$ cat src/rtl/spi_sd_master_pkg.sv
// Shared types and defaults for the SD/MMC SPI master used by MSX cartridge mappers.
package spi_sd_master_pkg;

  typedef logic [1:0] spi_state_t;

  localparam spi_state_t IDLE = 2'd0;
  localparam spi_state_t LOW  = 2'd1;
  localparam spi_state_t HIGH = 2'd2;
  localparam spi_state_t DONE = 2'd3;

  // Half-period minus one: ~400 kHz init clock, and clk/2 for data transfer.
  localparam logic [7:0] SPI_SLOW_DIV_DEFAULT = 8'd63;
  localparam logic [7:0] SPI_FAST_DIV_DEFAULT = 8'd0;

endpackage

$ cat src/rtl/spi_clk_div.sv
// Half-period counter: latches a divider on load, counts while enabled and flags the
// last cycle of each half-period (count equals latched divider).
module spi_clk_div #(
  parameter int DIV_W = 8
) (
  input  logic             clk,
  input  logic             reset,
  input  logic             load,
  input  logic             en,
  input  logic [DIV_W-1:0] div,
  output logic             tc
);

  logic [DIV_W-1:0] div_q;
  logic [DIV_W-1:0] cnt;

  always_ff @(posedge clk or posedge reset) begin
    if (reset) begin
      div_q <= '0;
      cnt   <= '0;
    end else if (load) begin
      div_q <= div;
      cnt   <= '0;
    end else if (en) begin
      cnt <= tc ? '0 : cnt + 1'b1;
    end
  end

  assign tc = (cnt == div_q);

endmodule

$ cat src/rtl/spi_sd_master.sv
// SPI mode-0 byte master for SD cards with register-driven chip selects, slow/fast
// clock select, ready handshake and a sticky overrun flag.
module spi_sd_master
  import spi_sd_master_pkg::*;
#(
  parameter int               NUM_CS   = 2,
  parameter int               DIV_W    = 8,
  parameter logic [DIV_W-1:0] SLOW_DIV = DIV_W'(SPI_SLOW_DIV_DEFAULT),
  parameter logic [DIV_W-1:0] FAST_DIV = DIV_W'(SPI_FAST_DIV_DEFAULT)
) (
  input  logic              clk,
  input  logic              reset,
  input  logic              tx,
  input  logic              rx,
  input  logic [7:0]        din,
  output logic [7:0]        dout,
  output logic              ready,
  output logic              overrun,
  input  logic              cs_wr,
  input  logic [NUM_CS-1:0] cs_val,
  input  logic              speed,
  output logic [NUM_CS-1:0] spi_ss_n,
  output logic              spi_clk,
  output logic              spi_do,
  input  logic              spi_di
);

  spi_state_t        state;
  logic [7:0]        shift;
  logic [2:0]        bit_cnt;
  logic              rx_bit;
  logic              speed_q;
  logic              pend_vld;
  logic [NUM_CS-1:0] pend_cs;
  logic              pend_speed;
  logic              tc;

  logic             req;
  logic             idle;
  logic             speed_eff;
  logic [DIV_W-1:0] div_sel;

  assign req   = tx | rx;
  assign idle  = (state == IDLE);
  assign ready = idle;
  // A chip-select write in the same idle cycle as a request already governs its speed.
  assign speed_eff = cs_wr ? speed : speed_q;
  assign div_sel   = speed_eff ? FAST_DIV : SLOW_DIV;

  spi_clk_div #(.DIV_W(DIV_W)) u_clk_div (
    .clk   (clk),
    .reset (reset),
    .load  (idle & req),
    .en    ((state == LOW) || (state == HIGH)),
    .div   (div_sel),
    .tc    (tc)
  );

  always_ff @(posedge clk or posedge reset) begin
    if (reset) begin
      state      <= IDLE;
      shift      <= 8'hFF;
      bit_cnt    <= 3'd0;
      rx_bit     <= 1'b1;
      spi_clk    <= 1'b0;
      spi_do     <= 1'b1;
      spi_ss_n   <= '1;
      dout       <= 8'hFF;
      overrun    <= 1'b0;
      speed_q    <= 1'b0;
      pend_vld   <= 1'b0;
      pend_cs    <= '0;
      pend_speed <= 1'b0;
    end else begin
      if (cs_wr)
        overrun <= 1'b0;
      if (req && !idle)
        overrun <= 1'b1;
      if (cs_wr && (state == LOW || state == HIGH)) begin
        pend_vld   <= 1'b1;
        pend_cs    <= cs_val;
        pend_speed <= speed;
      end

      case (state)
        IDLE: begin
          if (cs_wr) begin
            spi_ss_n <= ~cs_val;
            speed_q  <= speed;
          end
          if (req) begin
            shift   <= tx ? din : 8'hFF;
            spi_do  <= tx ? din[7] : 1'b1;
            bit_cnt <= 3'd0;
            state   <= LOW;
          end
        end
        LOW: begin
          if (tc) begin
            spi_clk <= 1'b1;
            rx_bit  <= spi_di;
            state   <= HIGH;
          end
        end
        HIGH: begin
          if (tc) begin
            shift   <= {shift[6:0], rx_bit};
            bit_cnt <= bit_cnt + 3'd1;
            spi_clk <= 1'b0;
            if (bit_cnt == 3'd7) begin
              state <= DONE;
            end else begin
              spi_do <= shift[6];
              state  <= LOW;
            end
          end
        end
        default: begin
          dout     <= shift;
          state    <= IDLE;
          pend_vld <= 1'b0;
          // A write landing in this very cycle is newer than any held one.
          if (cs_wr) begin
            spi_ss_n <= ~cs_val;
            speed_q  <= speed;
          end else if (pend_vld) begin
            spi_ss_n <= ~pend_cs;
            speed_q  <= pend_speed;
          end
        end
      endcase
    end
  end

endmodule

$ cat config.mk
export PLATFORM = sky130hd
export DESIGN_NAME = spi_sd_master
export DESIGN_NICKNAME = d
export VERILOG_FILES = /design/src/rtl/spi_sd_master_pkg.sv /design/src/rtl/spi_clk_div.sv /design/src/rtl/spi_sd_master.sv
export SDC_FILE = /design/constraint.sdc
export NUM_CORES = 1
export LEC_CHECK = 0
export ABC_AREA = 0
export CAP_MARGIN = 10
export CORE_ASPECT_RATIO = 1.4
export CORE_UTILIZATION = 55
export DETAILED_ROUTE_END_ITERATION = 8
export PLACE_DENSITY = 0.81
export SLEW_MARGIN = 40
export SYNTH_ARGS = -nofsm -noshare
export SYNTH_HDL_FRONTEND = slang
export SYNTH_SLANG_ARGS = --single-unit
$ cat constraint.sdc
create_clock -name clk -period 3.85 [get_ports clk]
set_input_delay 0.5775 -clock clk [delete_from_list [all_inputs] [get_ports clk]]
set_output_delay 0.5775 -clock clk [all_outputs]
set_load 0.02 [all_outputs]
Word level (Yosys, flattened, before mapping)

Index checks and enable logic that the tools add are counted.

Input port bits: 17
Bits in registers: 48
Output and inout port bits: 14

Equality and inequality tests: 10
Multiplexer cells: 36
Add/subtract/negate cells: 2
Bitwise gates (word level): 5
Reduce and logical (&&, ||, !) cells: 20

Operators by type and width:

| operator              | number |
|---|---|
| $mux W8               | 6 |
| $pmux W8 S2           | 1 |
| $mux W2               | 7 |
| $mux W1               | 13 |
| $reduce_and A3 Y1     | 4 |
| $reduce_bool A2 Y1    | 5 |
| $add A8 B1 Y8 const B | 1 |
| $eq A8 B8 Y1          | 1 |
| $mux W3               | 2 |
| $mux W6               | 1 |
| $ne A2 B1 Y1 const B  | 3 |
| $ne A2 B2 Y1 const B  | 3 |
| $pmux W1 S2           | 3 |
| $pmux W2 S3           | 1 |
| $pmux W3 S2           | 1 |
| $not A2 Y2            | 2 |
| $pmux W2 S2           | 1 |
| $reduce_and A2 Y1     | 2 |
| $reduce_and A4 Y1     | 1 |
| $add A3 B1 Y3 const B | 1 |
| $eq A3 B3 Y1 const B  | 1 |
| $reduce_bool A3 Y1    | 1 |
| $reduce_or A3 Y1      | 1 |
| $eq A2 B1 Y1 const B  | 1 |
| 9 further kinds       | 10 |

Depth between registers and ports, before layout

Gate-level depths: netlist (run 1).

Depth after elaboration: 5
Mapped depth: 7
Depth with buffers taken out: 6

Hierarchy

A second synthesis (run 1) with hierarchy kept.

Cell total of the unflattened synthesis: 213
Area, all modules: 2486.1 µm²

Modules (own cells, without submodules):

| module        | area each (µm²) | instances | cells each |
|---|---|---|---|
| spi_sd_master | 1659.1          | 1         | 144 |
| spi_clk_div   | 827.0           | 1         | 69 |

Worst setup path after synthesis (run 1)

OpenSTA, ideal clock, no wires.

Path kind: reg-to-reg
Start point: reg state[0]
End point: reg shift[7]
Period minus slack after synthesis: 1924 ps
Setup slack: 1926 ps
Arrival time: 1842 ps
Cell stages (with the launch flop): 7
Library setup time: 82 ps
Cells stage by stage: dfrtp_1 inv_1 ha_1 nand2_1 and3_1 a31oi_4 mux2_2

Cells in the longest elaborated chain, start to end: 3

RTL lines:

| element                                                             | line                 | source |
|---|---|---|
| start: declaration                                                  | spi_sd_master.sv:28  | `spi_state_t state;` |
| start signal: assignment                                            | spi_sd_master.sv:61  | `state <= IDLE;` |
| start signal: assignment                                            | spi_sd_master.sv:95  | `state <= LOW;` |
| start signal: assignment                                            | spi_sd_master.sv:102 | `state <= HIGH;` |
| $logic_not A2 Y1 *                                                  | n/a                  |  |
| named net ready                                                     | spi_sd_master.sv:17  | `output logic ready,` |
| $ne A2 B2 Y1 (no source line) or $reduce_bool A2 Y1 (tied branches) | n/a                  |  |
| $reduce_and A3 Y1 (no source line)                                  | n/a                  |  |
| end signal: assignment                                              | spi_sd_master.sv:92  | `shift <= tx ? din : 8'hFF;` |
| end signal: assignment                                              | spi_sd_master.sv:107 | `shift <= {shift[6:0], rx_bit};` |
| end: declaration                                                    | spi_sd_master.sv:29  | `logic [7:0] shift;` |

Mark *: on every way through the listed nets, which the timed path passes. The rest lies on a longest branch.
A chain may end at the register's enable or synchronous reset.

Worst setup path after layout (run 1)

Start point: reg state[0]
End point: reg shift[7]

Cells in the longest elaborated chain, start to end: 3

RTL lines:

| element                                               | line                | source |
|---|---|---|
| $eq A2 B2 Y1 or $logic_not A2 Y1 (tied branches)      | spi_sd_master.sv:85 | `case (state)` |
| $ne A2 B1 Y1 (no source line) (tied with other cells) | n/a                 |  |
| $reduce_and A3 Y1 (no source line)                    | n/a                 |  |

Several ways; a longest one is shown, not always the timed one.

==> results of run 1 <==
[worst max-delay path, stage by stage, from the launching register on]
cell and delay, ns:
dfrtp_1 0.41, inv_1 0.16, ha_1 0.45, clkinv_1 0.36, and3_1 0.31, a31oi_4 0.43, mux2_2 0.39
[power by group through the flow]
stage / Sequential [uW] / Combinational (uW) / Clock [uW]
after floorplan: 839 / 583 / 0
after global placement: 772 / 877 / 0
after detailed placement: 784 / 916 / 0
after CTS: 780 / 923 / 325
after global routing: 802 / 1000 / 338
final: 781 / 920 / 315
[synthesized netlist by cell type]
master and count:
a22o_1 2, xor2_1 3, a211oi_1 1, nand2b_1 2, and3_1 6, nor3_1 2
o211a_1 1, nand3_1 6, o21ai_1 1, nor3b_1 2, and4_1 1, nand4_1 2
o2bb2ai_1 2, nor2_1 9, a22oi_1 1, or4_1 1, nand2_1 10, inv_1 13
clkinv_1 1, dfrtp_1 21, o21ai_0 5, a31oi_4 1, o21a_1 1, mux2_2 18
nor2b_1 1, buf_6 2, clkbuf_1 5, or3_1 3, a31oi_1 1, ha_1 7
a2111oi_0 1, o32ai_1 1, a21oi_1 11, o22ai_1 6, mux2i_1 10, dfstp_2 20
[metrics by stage]
step	instances	area [um2]
2_1_floorplan	180	2030
3_3_place_gp	245	2350
3_5_place_dp	245	2350
4_1_cts	253	2450
5_1_grt	253	2450
6_report	253	2450
[state kept, by name, summed over array words and instances, names as in the netlist]
name	flops
pend_cs	2
rx_bit	1
u_clk_div.cnt	8
spi_ss_n	2
u_clk_div.div_q	1
shift	8
spi_do	1
spi_clk	1
dout	8
speed_q	1
pend_vld	1
overrun	1
state	2
bit_cnt	3
pend_speed	1
[layout by cell type, fill, tap and decap left out, types with 2 or more instances in the layout]
master	netlist	final
a21oi_1	11	11
a22o_1	2	2
and3_1	6	6
buf_4	0	2
clkbuf_8	0	5
clkdlybuf4s50_1	0	30
dfrtp_1	21	21
dfstp_2	20	20
ha_1	7	7
inv_1	13	12
mux2_2	18	18
mux2i_1	10	10
nand2_1	10	10
nand2b_1	2	2
nand3_1	6	6
nand4_1	2	2
nor2_1	9	9
nor3_1	2	2
nor3b_1	2	2
o21ai_0	5	5
o22ai_1	6	6
o2bb2ai_1	2	2
or3_1	3	3
xor2_1	3	3
[area by class of cell]
cell class,instances,area [um2],share of cell area
Clock buffer,7,97.6,0.0398
Clock inverter,1,5.00,0.00204
Inverter,14,52.6,0.0214
Multi-Input combinational cell,118,882,0.360
Sequential cell,41,1050,0.428
Tap cell,40,50.0,0.0204
Timing Repair Buffer,32,315,0.129
[path summary, 6_finish.rpt]
path	startpoint	endpoint
hold reg to reg	shift[4]	shift[4]
min in group asynchronous	reset	u_clk_div.cnt[7]
setup reg to reg	state[0]	shift[7]
setup / recovery	state[0]	shift[7]
max in group asynchronous	reset	dout[4]
hold / removal	shift[4]	shift[4]
[layer usage]
metal,part of all wire,vias to the layer above
met1,0.40,748
met3,0.034,8
met5,0,-
li1,-,700
met2,0.54,38
met4,0.021,0
[cells by family after synthesis]
| family | share of synthesized area |
|---|---|
| buf+inv | 0.0463 |
| mux | 0.149 |
| fa+ha+maj | 0.0432 |
| compound gates | 0.116 |
| simple gates | 0.114 |
| xor+xnor | 0.0130 |
| flops | 0.519 |
==> key figures, run 1 <==
Run status
  • Status: completed

Floorplanning
  • Chip height: ~74 um
  • Initial Util: 0.589
  • Die Area: approximately 4000 um2
  • # IOs: 31
  • Row Count: 25
  • CORE AREA: ~3400 um2
  • Die extent in x: 53.3 um

STA
  • Worst setup margin: 1.28 ns
  • Fin Setup TNS: 0 ns
  • Slew HR: 0.569
  • Final setup violation count: 0
  • Final period utilization: 0.668
  • Clock skew: 0.00842 ns
  • Min Hold Slack: approximately 0.5 ns
  • Min Tclk post-route: roughly 2.6 ns
  • Fmax: about 390 MHz
  • Actual slew at the worst max-slew pin: 0.645 ns
  • Final hold viol count: 0
  • RSZ-0062 raised after global routing: no
  • Slew Limit Fails: 0

CTS
  • Num CTS Buffers: 5
  • Clock latency on the worst-skew pair: roughly 0.3 ns
  • Clk sink count: 41
  • H-tree depth: 2
  • CTS resizes: 0
  • Bufs on Longest Clock Path: 2
  • Post-CTS setup buffers: 0
  • Hold buffers post-CTS: 0
  • CTS tree: built
  • CTS Root Cell: clkbuf_8
  • CTS clk-pin slew, worst paths: approximately 0.08 ns

Logic synthesis
  • Syn Nets: 204
  • Mapped Area: 2030 um2
  • Netlist cell types: 36
  • Mean Syn Cell Area: between 10 and 15 um2
  • Synth area leaders: dfrtp_1, dfstp_2, mux2_2
  • Register area share after synthesis: 0.519
  • Post-Synthesis Cells: between 150 and 200
  • FF+latch count, synth: just over 40
  • Post-synth top area cell: dfrtp_1
  • Yosys warns: 0
  • Synth top area share: 0.259

Pwr
  • Switch Pwr: around 760 uW
  • VDD IR-drop max: around 630 uV
  • Power share of the clock group: 0.156
  • Pint: between 1000 and 1500 uW
  • Seq pwr share: 0.387
  • P per Cell Area: a little over 800 nW/um2
  • Leak pwr: ~0.0011 uW
  • Logic pwr share: 0.456
  • Tot Pwr: between 2000 and 2500 uW
  • Switching Share: 0.376

Job
  • Max cap viols: 0

Layout
  • Ratio of cells with drive above 1 in the final layout: 0.230
  • Filler instances: ~270
  • Ant diodes: 0
  • Area delta synth->final: 21.0%
  • Core Util, Final: 0.713
  • Layout Nets: approximately 240

Routing
  • WL per Instance: 17.1 um
  • Starting DRC count in detailed routing: 53
  • TritonRoute pass-1 iters: 4
  • Remaining DRCs: 0
  • Final WL: ~4.3 mm
  • Avg Vias per Cell: 5.91
  • Antenna-violating nets left: 0
  • Vias: around 1.5k

Placement
  • Post-DP HPWL: between 3 and 4 mm
  • Routability cong.: 0.777
  • Place WS: ~1.3 ns
  • Input/output buffers: 30

GRT
  • Grt total ovfl: 0
  • Met2 global-route usage: 0.449
  • Global-route wire length before repair: 6.87 mm
  • All-layer global routing usage: 0.252
  • Initial antenna violation count: 0
  • Largest net degree at the start of global routing: 31
  • Most used routing layer: met2
  • Vias in the first global route: about 1.5k
  • GR Util met3: 0.0580
  • Grt met1 use: 0.272

Worst setup path
  • R2r setup slk: 1.28 ns
  • Worst EP arrival: approximately 2.8 ns
  • CP max FO: 12
  • WP data required: between 4 and 5 ns
  • Setup crit end kind: flip-flop
  • Setup CP Type: reg -> reg
  • CP Launch Type: flip-flop
  • Worst r2r path cells: 6

Worst hold path
  • Hold Path Depth: 2
  • Worst hold path class: reg -> reg
Power figures use the tool's default switching activity.
==> run 2, diff against run 1 <==
- CORE_UTILIZATION: 55 -> 53
- PLACE_DENSITY: 0.81 -> 0.79
- clock period: 3.85 -> 2.5 ns (I/O delays scaled with it)
==> run 2 against run 1 <==
Against the previous run:
- register-to-register slack worse by 0.89 ns
- core utilization is 3.5 points lower
- critical path depth down 3
- combinational power rose by 57%
- via count shrank 0.47%
- power rose by 52%
==> key figures, run 2 (synthesis results as in run 1) <==
Routing
  • Remaining DRCs: 0 (unchanged)
  • WL per Instance: 15.0 um (-12%)
  • Final WL: 3.89 mm (-9.9%)
  • Antenna-violating nets left: 0 (unchanged)
  • Starting DRC count in detailed routing: 55 (+3.8%)
  • TritonRoute pass-1 iters: 4 (unchanged)
  • Vias: 1487 (-0.47%)
  • Avg Vias per Cell: 5.74 (-2.8%)

CTS
  • Clock latency on the worst-skew pair: 0.29 ns (about the same)
  • CTS tree: built
  • Num CTS Buffers: 5 (unchanged)
  • Clk sink count: 41 (unchanged)
  • Bufs on Longest Clock Path: 2 (unchanged)
  • Post-CTS setup buffers: 0 (unchanged)
  • CTS clk-pin slew, worst paths: 0.08 ns (about the same)
  • CTS resizes: 0 (unchanged)
  • H-tree depth: 2 (unchanged)
  • CTS Root Cell: clkbuf_8
  • Hold buffers post-CTS: 0 (unchanged)

Floorplanning
  • Initial Util: 0.556 (-0.0328)
  • # IOs: 31 (unchanged)
  • Die Area: 4080 um2 (+3.6%)
  • CORE AREA: 3640 um2 (+5.9%)
  • Chip height: 75.2 um (+1.8%)
  • Die extent in x: 54.3 um (+1.8%)
  • Row Count: 26 (+4.0%)

GRT
  • Global-route wire length before repair: 6.53 mm (-4.9%)
  • Grt total ovfl: 0 (unchanged)
  • Vias in the first global route: 1516 (-1.0%)
  • Most used routing layer: met2
  • Met2 global-route usage: 0.389 (-0.0597)
  • Initial antenna violation count: 0 (unchanged)
  • GR Util met3: 0.0566 (-0.00141)
  • Largest net degree at the start of global routing: 42 (+35%)
  • Grt met1 use: 0.254 (-0.0176)
  • All-layer global routing usage: 0.223 (-0.0291)

STA
  • Fin Setup TNS: 0 ns (unchanged)
  • Min Tclk post-route: between 2 and 2.5 ns
  • Actual slew at the worst max-slew pin: 0.502 ns (-0.143 ns)
  • RSZ-0062 raised after global routing: no
  • Final period utilization: 0.903
  • Slew HR: 0.665 (+0.0963)
  • Final hold viol count: 0 (unchanged)
  • Clock skew: 0.00590 ns (-0.00252 ns)
  • Slew Limit Fails: 0 (unchanged)
  • Fmax: between 400 and 500 MHz
  • Final setup violation count: 0 (unchanged)

Run status
  • Status: completed

Placement
  • Placed inst area: 2380 um2 (+1.4%)
  • Post-DP HPWL: 2.82 mm (-7.4%)
  • Routability cong.: 0.840 (+8.1%)
  • Input/output buffers: 30 (unchanged)

Job
  • Max cap viols: 0 (unchanged)

Pwr
  • Switching Share: 0.374 (-0.00222)
  • Switch Pwr: 1140 uW (+51%)
  • Logic pwr share: 0.472 (+0.016)
  • P per Cell Area: 1240 nW/um2 (+51%)
  • Power share of the clock group: 0.136 (-0.020)
  • Pint: 1910 uW (+52%)
  • Leak pwr: 0.00113 uW (+1.0%)
  • VDD IR-drop max: 825 uV (+30%)
  • Seq pwr share: 0.392 (+0.005)

Layout
  • Ratio of cells with drive above 1 in the final layout: 0.244 (+0.0142)
  • Largest registers: dout x8, shift x8, u_clk_div.cnt x8
  • Area delta synth->final: 21.9%
  • Commonest non-fill, non-tap cell in the layout: clkdlybuf4s50_1
  • Non-Filler Cell Area, Final: 2470 um2 (+0.66%)
  • Ant diodes: 0 (unchanged)
  • Layout Nets: 240 (+1.7%)
  • Most frequent cells in the layout: clkdlybuf4s50_1, dfrtp_1, dfstp_2

Worst setup path
  • WP data required: 2.12 ns (-1.97 ns)
  • Setup CP Type: reg -> out
  • Worst EP arrival: 1.88 ns (-0.93 ns)
  • Worst r2r path cells: 6 (unchanged)
  • CP max FO: 9 (-3)
  • Setup crit end kind: output port
  • CP Launch Type: flip-flop

Worst hold path
  • Hold Path Depth: 2 (unchanged)
  • Worst hold path class: reg -> reg
## run 2: changes by cell type in the layout (fill, tap and decap cells not counted), sizes merged
cell	before	now
clkbuf	7	5
clkinv	2	3
clkinvlp	0	1
buf	2	6
## run 2: metrics by stage
stage	util	setup slack (ns)	total power, uW	cells	hold WS, ns
3_5_place_dp	0.654	0.304	2650	251	0.470
5_1_grt	0.678	0.169	3270	259	0.511
4_1_cts	0.678	0.231	3090	259	0.485
3_3_place_gp	0.654	0.385	2580	251	0.463
6_report	0.678	0.242	3060	259	0.484
2_1_floorplan	-	0.576	2190	180	0.452
## run 2: critical path, cell delays in order, from the launching register on
cell,delay [ns]
dfrtp_1,0.41
inv_1,0.14
ha_1,0.36
clkdlybuf4s50_1,0.68
## run 2: final timing paths
path	slack, ns	to	startpoint
max	0.24	ready	state[0]
min	0.48	shift[5]	shift[5]
max reg2reg	0.39	state[1]	u_clk_div.div_q[4]
min reg2reg	0.48	shift[5]	shift[5]
max in group asynchronous	1.63	spi_do	reset
min in group asynchronous	0.50	pend_cs[0]	reset
## run 2: cell type report
| type | count | area [um2] |
|---|---|---|
| Sequential cell | 41 | 1050 |
| Clock inverter | 3 | 17.5 |
| Tap cell | 42 | 52.6 |
| Timing Repair Buffer | 36 | 345 |
| Inverter | 14 | 52.6 |
| Clock buffer | 5 | 68.8 |
| Fill cell | 290 | 1170 |
| Multi-Input combinational cell | 118 | 882 |
## run 2: power by group through the flow
stage	sequential (uW)	combinational, uW	clock (uW)
3_3_place_gp	1190	1390	0
3_5_place_dp	1210	1440	0
5_1_grt	1240	1580	456
6_report	1200	1440	417
4_1_cts	1200	1450	435
2_1_floorplan	1290	898	0
## run 2: metal layers
metal / up-vias / share of wire
met4: 0 / 0.017
met3: 5 / 0.041
li1: 714 / -
met5: - / 0
met1: 731 / 0.43
met2: 37 / 0.51
==> run 3, diff against run 2 <==
- CORE_MARGIN: unset -> 2
- TNS_END_PERCENT: unset -> 30
==> run 3 against run 2 <==
Against the previous run:
- combinational power about the same
- power up 0.96%
- first-iteration DRC count down 9.1%
- via count down 0.27%
- design area up 0.30%
- register-to-register slack worse by 0.06 ns
- largest power group unchanged
- sequential share of layout area down 0.13 points
- core utilization up 0.21 points
- hold slack worse by 0.0028 ns
- cell count down 0.39%
- worst setup slack worse by 0.020 ns
==> key figures, run 3 (synthesis results as in run 1) <==
STA
  • Final period utilization: 0.911 (+0.00785)
  • Final hold viol count: 0 (unchanged)
  • Actual slew at the worst max-slew pin: 0.519 ns (+0.0166 ns)
  • Min Tclk post-route: 2.28 ns (+0.0196 ns)
  • Min Hold Slack: 0.481 ns (-0.00275 ns)
  • Slew Limit Fails: 0 (unchanged)
  • Fin Setup TNS: 0 ns (unchanged)
  • RSZ-0062 raised after global routing: no
  • Fmax: 439 MHz (-0.86%)
  • Clock skew: 0.0116 ns (+0.00573 ns)
  • Slew HR: 0.654 (-0.0110)
  • Final setup violation count: 0 (unchanged)

Worst setup path
  • RR Endpoint: shift[7]
  • CP max-delay cell: clkdlybuf4s50_1
  • WP data required: 2.12 ns (about the same)
  • Critical Path Max Stage Delay: 0.67 ns (about the same)
  • Setup CP Type: reg -> out
  • Critical R2R Launch: state[0]
  • CP Launch Type: flip-flop
  • Setup crit end kind: output port
  • Setup crit end: ready
  • Start point of the critical path: state[0]
  • R2r setup slk: 0.33 ns (-0.06 ns)
  • CP max FO: 9 (unchanged)
  • Worst r2r path cells: 6 (unchanged)
  • CP cell instances: inv_1, ha_1, clkdlybuf4s50_1
  • Worst EP arrival: 1.90 ns (+0.02 ns)

Pwr
  • Pint: 1950 uW (+2.1%)
  • Seq pwr share: 0.387 (-0.005)
  • Switch Pwr: 1130 uW (-0.90%)
  • Logic pwr share: 0.459 (-0.013)
  • Leak pwr: 0.00113 uW (+0.51%)
  • P per Cell Area: 1250 nW/um2 (+0.65%)
  • VDD IR-drop max: 809 uV (-1.9%)
  • Switching Share: 0.367 (-0.00688)
  • Power share of the clock group: 0.154 (+0.018)

CTS
  • Bufs on Longest Clock Path: 2 (unchanged)
  • H-tree depth: 2 (unchanged)
  • CTS resizes: 0 (unchanged)
  • Hold buffers post-CTS: 0 (unchanged)
  • CTS Root Cell: clkbuf_8
  • Clock latency on the worst-skew pair: 0.30 ns (about the same)
  • Post-CTS setup buffers: 0 (unchanged)
  • Clk sink count: 41 (unchanged)
  • CTS tree: built
  • Num CTS Buffers: 5 (unchanged)
  • CTS clk-pin slew, worst paths: 0.08 ns (about the same)

GRT
  • Vias in the first global route: 1536 (+1.3%)
  • Grt total ovfl: 0 (unchanged)
  • All-layer global routing usage: 0.204 (-0.0195)
  • Initial antenna violation count: 0 (unchanged)
  • Global-route wire length before repair: 6.87 mm (+5.3%)
  • Largest net degree at the start of global routing: 42 (unchanged)

Placement
  • Routability cong.: 0.803 (-4.4%)
  • Placed inst area: 2380 um2 (-0.32%)
  • Post-DP HPWL: 2.92 mm (+3.3%)
  • Input/output buffers: 30 (unchanged)

Routing
  • TritonRoute pass-1 iters: 4 (unchanged)
  • Remaining DRCs: 0 (unchanged)
  • Final WL: 3.98 mm (+2.4%)
  • Avg Vias per Cell: 5.75 (+0.12%)
  • WL per Instance: 15.4 um (+2.8%)
  • Vias: 1483 (-0.27%)
  • Antenna-violating nets left: 0 (unchanged)
  • Starting DRC count in detailed routing: 50 (-9.1%)

Floorplanning
  • Die extent in x: 56.3 um (+3.7%)
  • Row Count: 26 (unchanged)
  • # IOs: 31 (unchanged)
  • Initial Util: 0.556 (unchanged)
  • Chip height: 77.2 um (+2.7%)
  • CORE AREA: 3640 um2 (unchanged)
  • Die Area: 4340 um2 (+6.4%)

Layout
  • Commonest non-fill, non-tap cell in the layout: clkdlybuf4s50_1
  • Area delta synth->final: 22.2%
  • Most frequent cells in the layout: clkdlybuf4s50_1, dfrtp_1, dfstp_2
  • Largest registers: dout x8, shift x8, u_clk_div.cnt x8
  • Core Util, Final: 0.680 (+0.00206)
  • Layout Nets: 239 (-0.42%)
  • Non-Filler Cell Area, Final: 2480 um2 (+0.30%)
  • Filler instances: 280 (-3.4%)
  • Ratio of cells with drive above 1 in the final layout: 0.241 (-0.00350)
  • Ant diodes: 0 (unchanged)

Worst hold path
  • Worst hold path class: reg -> reg

Run status
  • Status: completed

Job
  • Max cap viols: 0 (unchanged)
run 3: cell count changes in the layout (fill, tap and decap cells not counted):
cell	previous run	this run
clkinvlp_4	1	0
clkinv_2	2	1
clkbuf_8	5	7
buf_4	6	5
run 3: critical path, delay by kind of cell (launching register included):
family	cells	cell delay (ns)
buf+inv	2	0.82
fa+ha+maj	1	0.38
flops	1	0.40
run 3: how the worst min path moves through the flow:
stage / endpoint / slack (ns) / from / depth (start not counted)
3_5_place_dp: shift[2] / 0.47 / shift[2] / 2
6_report: shift[5] / 0.48 / shift[5] / 2
4_1_cts: shift[2] / 0.48 / shift[2] / 2
5_1_grt: shift[4] / 0.51 / shift[4] / 2
3_3_place_gp: shift[2] / 0.47 / shift[2] / 2
2_1_floorplan: shift[5] / 0.45 / shift[5] / 2
run 3: per-stage QoR:
stage	worst slack, ns	std cells	power (uW)
2_1_floorplan	0.576	180	2190
4_1_cts	0.220	258	3110
6_report	0.223	258	3090
5_1_grt	0.116	258	3300
3_3_place_gp	0.274	250	2560
3_5_place_dp	0.245	250	2630
run 3: cell type report:
| class | instances | area (um2) | share of cell area |
|---|---|---|---|
| tap | 42 | 52.6 | 0.0212 |
| multi-input combinational | 118 | 882 | 0.356 |
| timing repair buffer | 35 | 338 | 0.136 |
| clock inverter | 1 | 5.00 | 0.00202 |
| inverter | 14 | 52.6 | 0.0212 |
| clock buffer | 7 | 96.3 | 0.0389 |
| sequential | 41 | 1050 | 0.424 |
run 3: power by group through the flow:
stage                     clock (uW)  combinational (uW)  sequential [uW]
after floorplan                    0                 898             1290
after global placement             0                1370             1190
after detailed placement           0                1420             1210
after CTS                        487                1430             1200
after global routing             516                1550             1230
final                            474                1420             1200
run 3: routing by layer:
| metal | part of all wire | global-route usage | up-vias |
|---|---|---|---|
| li1 | - | - | 712 |
| met1 | 0.42 | 0.235 | 725 |
| met2 | 0.52 | 0.351 | 38 |
| met3 | 0.046 | 0.0590 | 8 |
| met4 | 0.016 | 0.0810 | 0 |
| met5 | 0 | 0 | - |
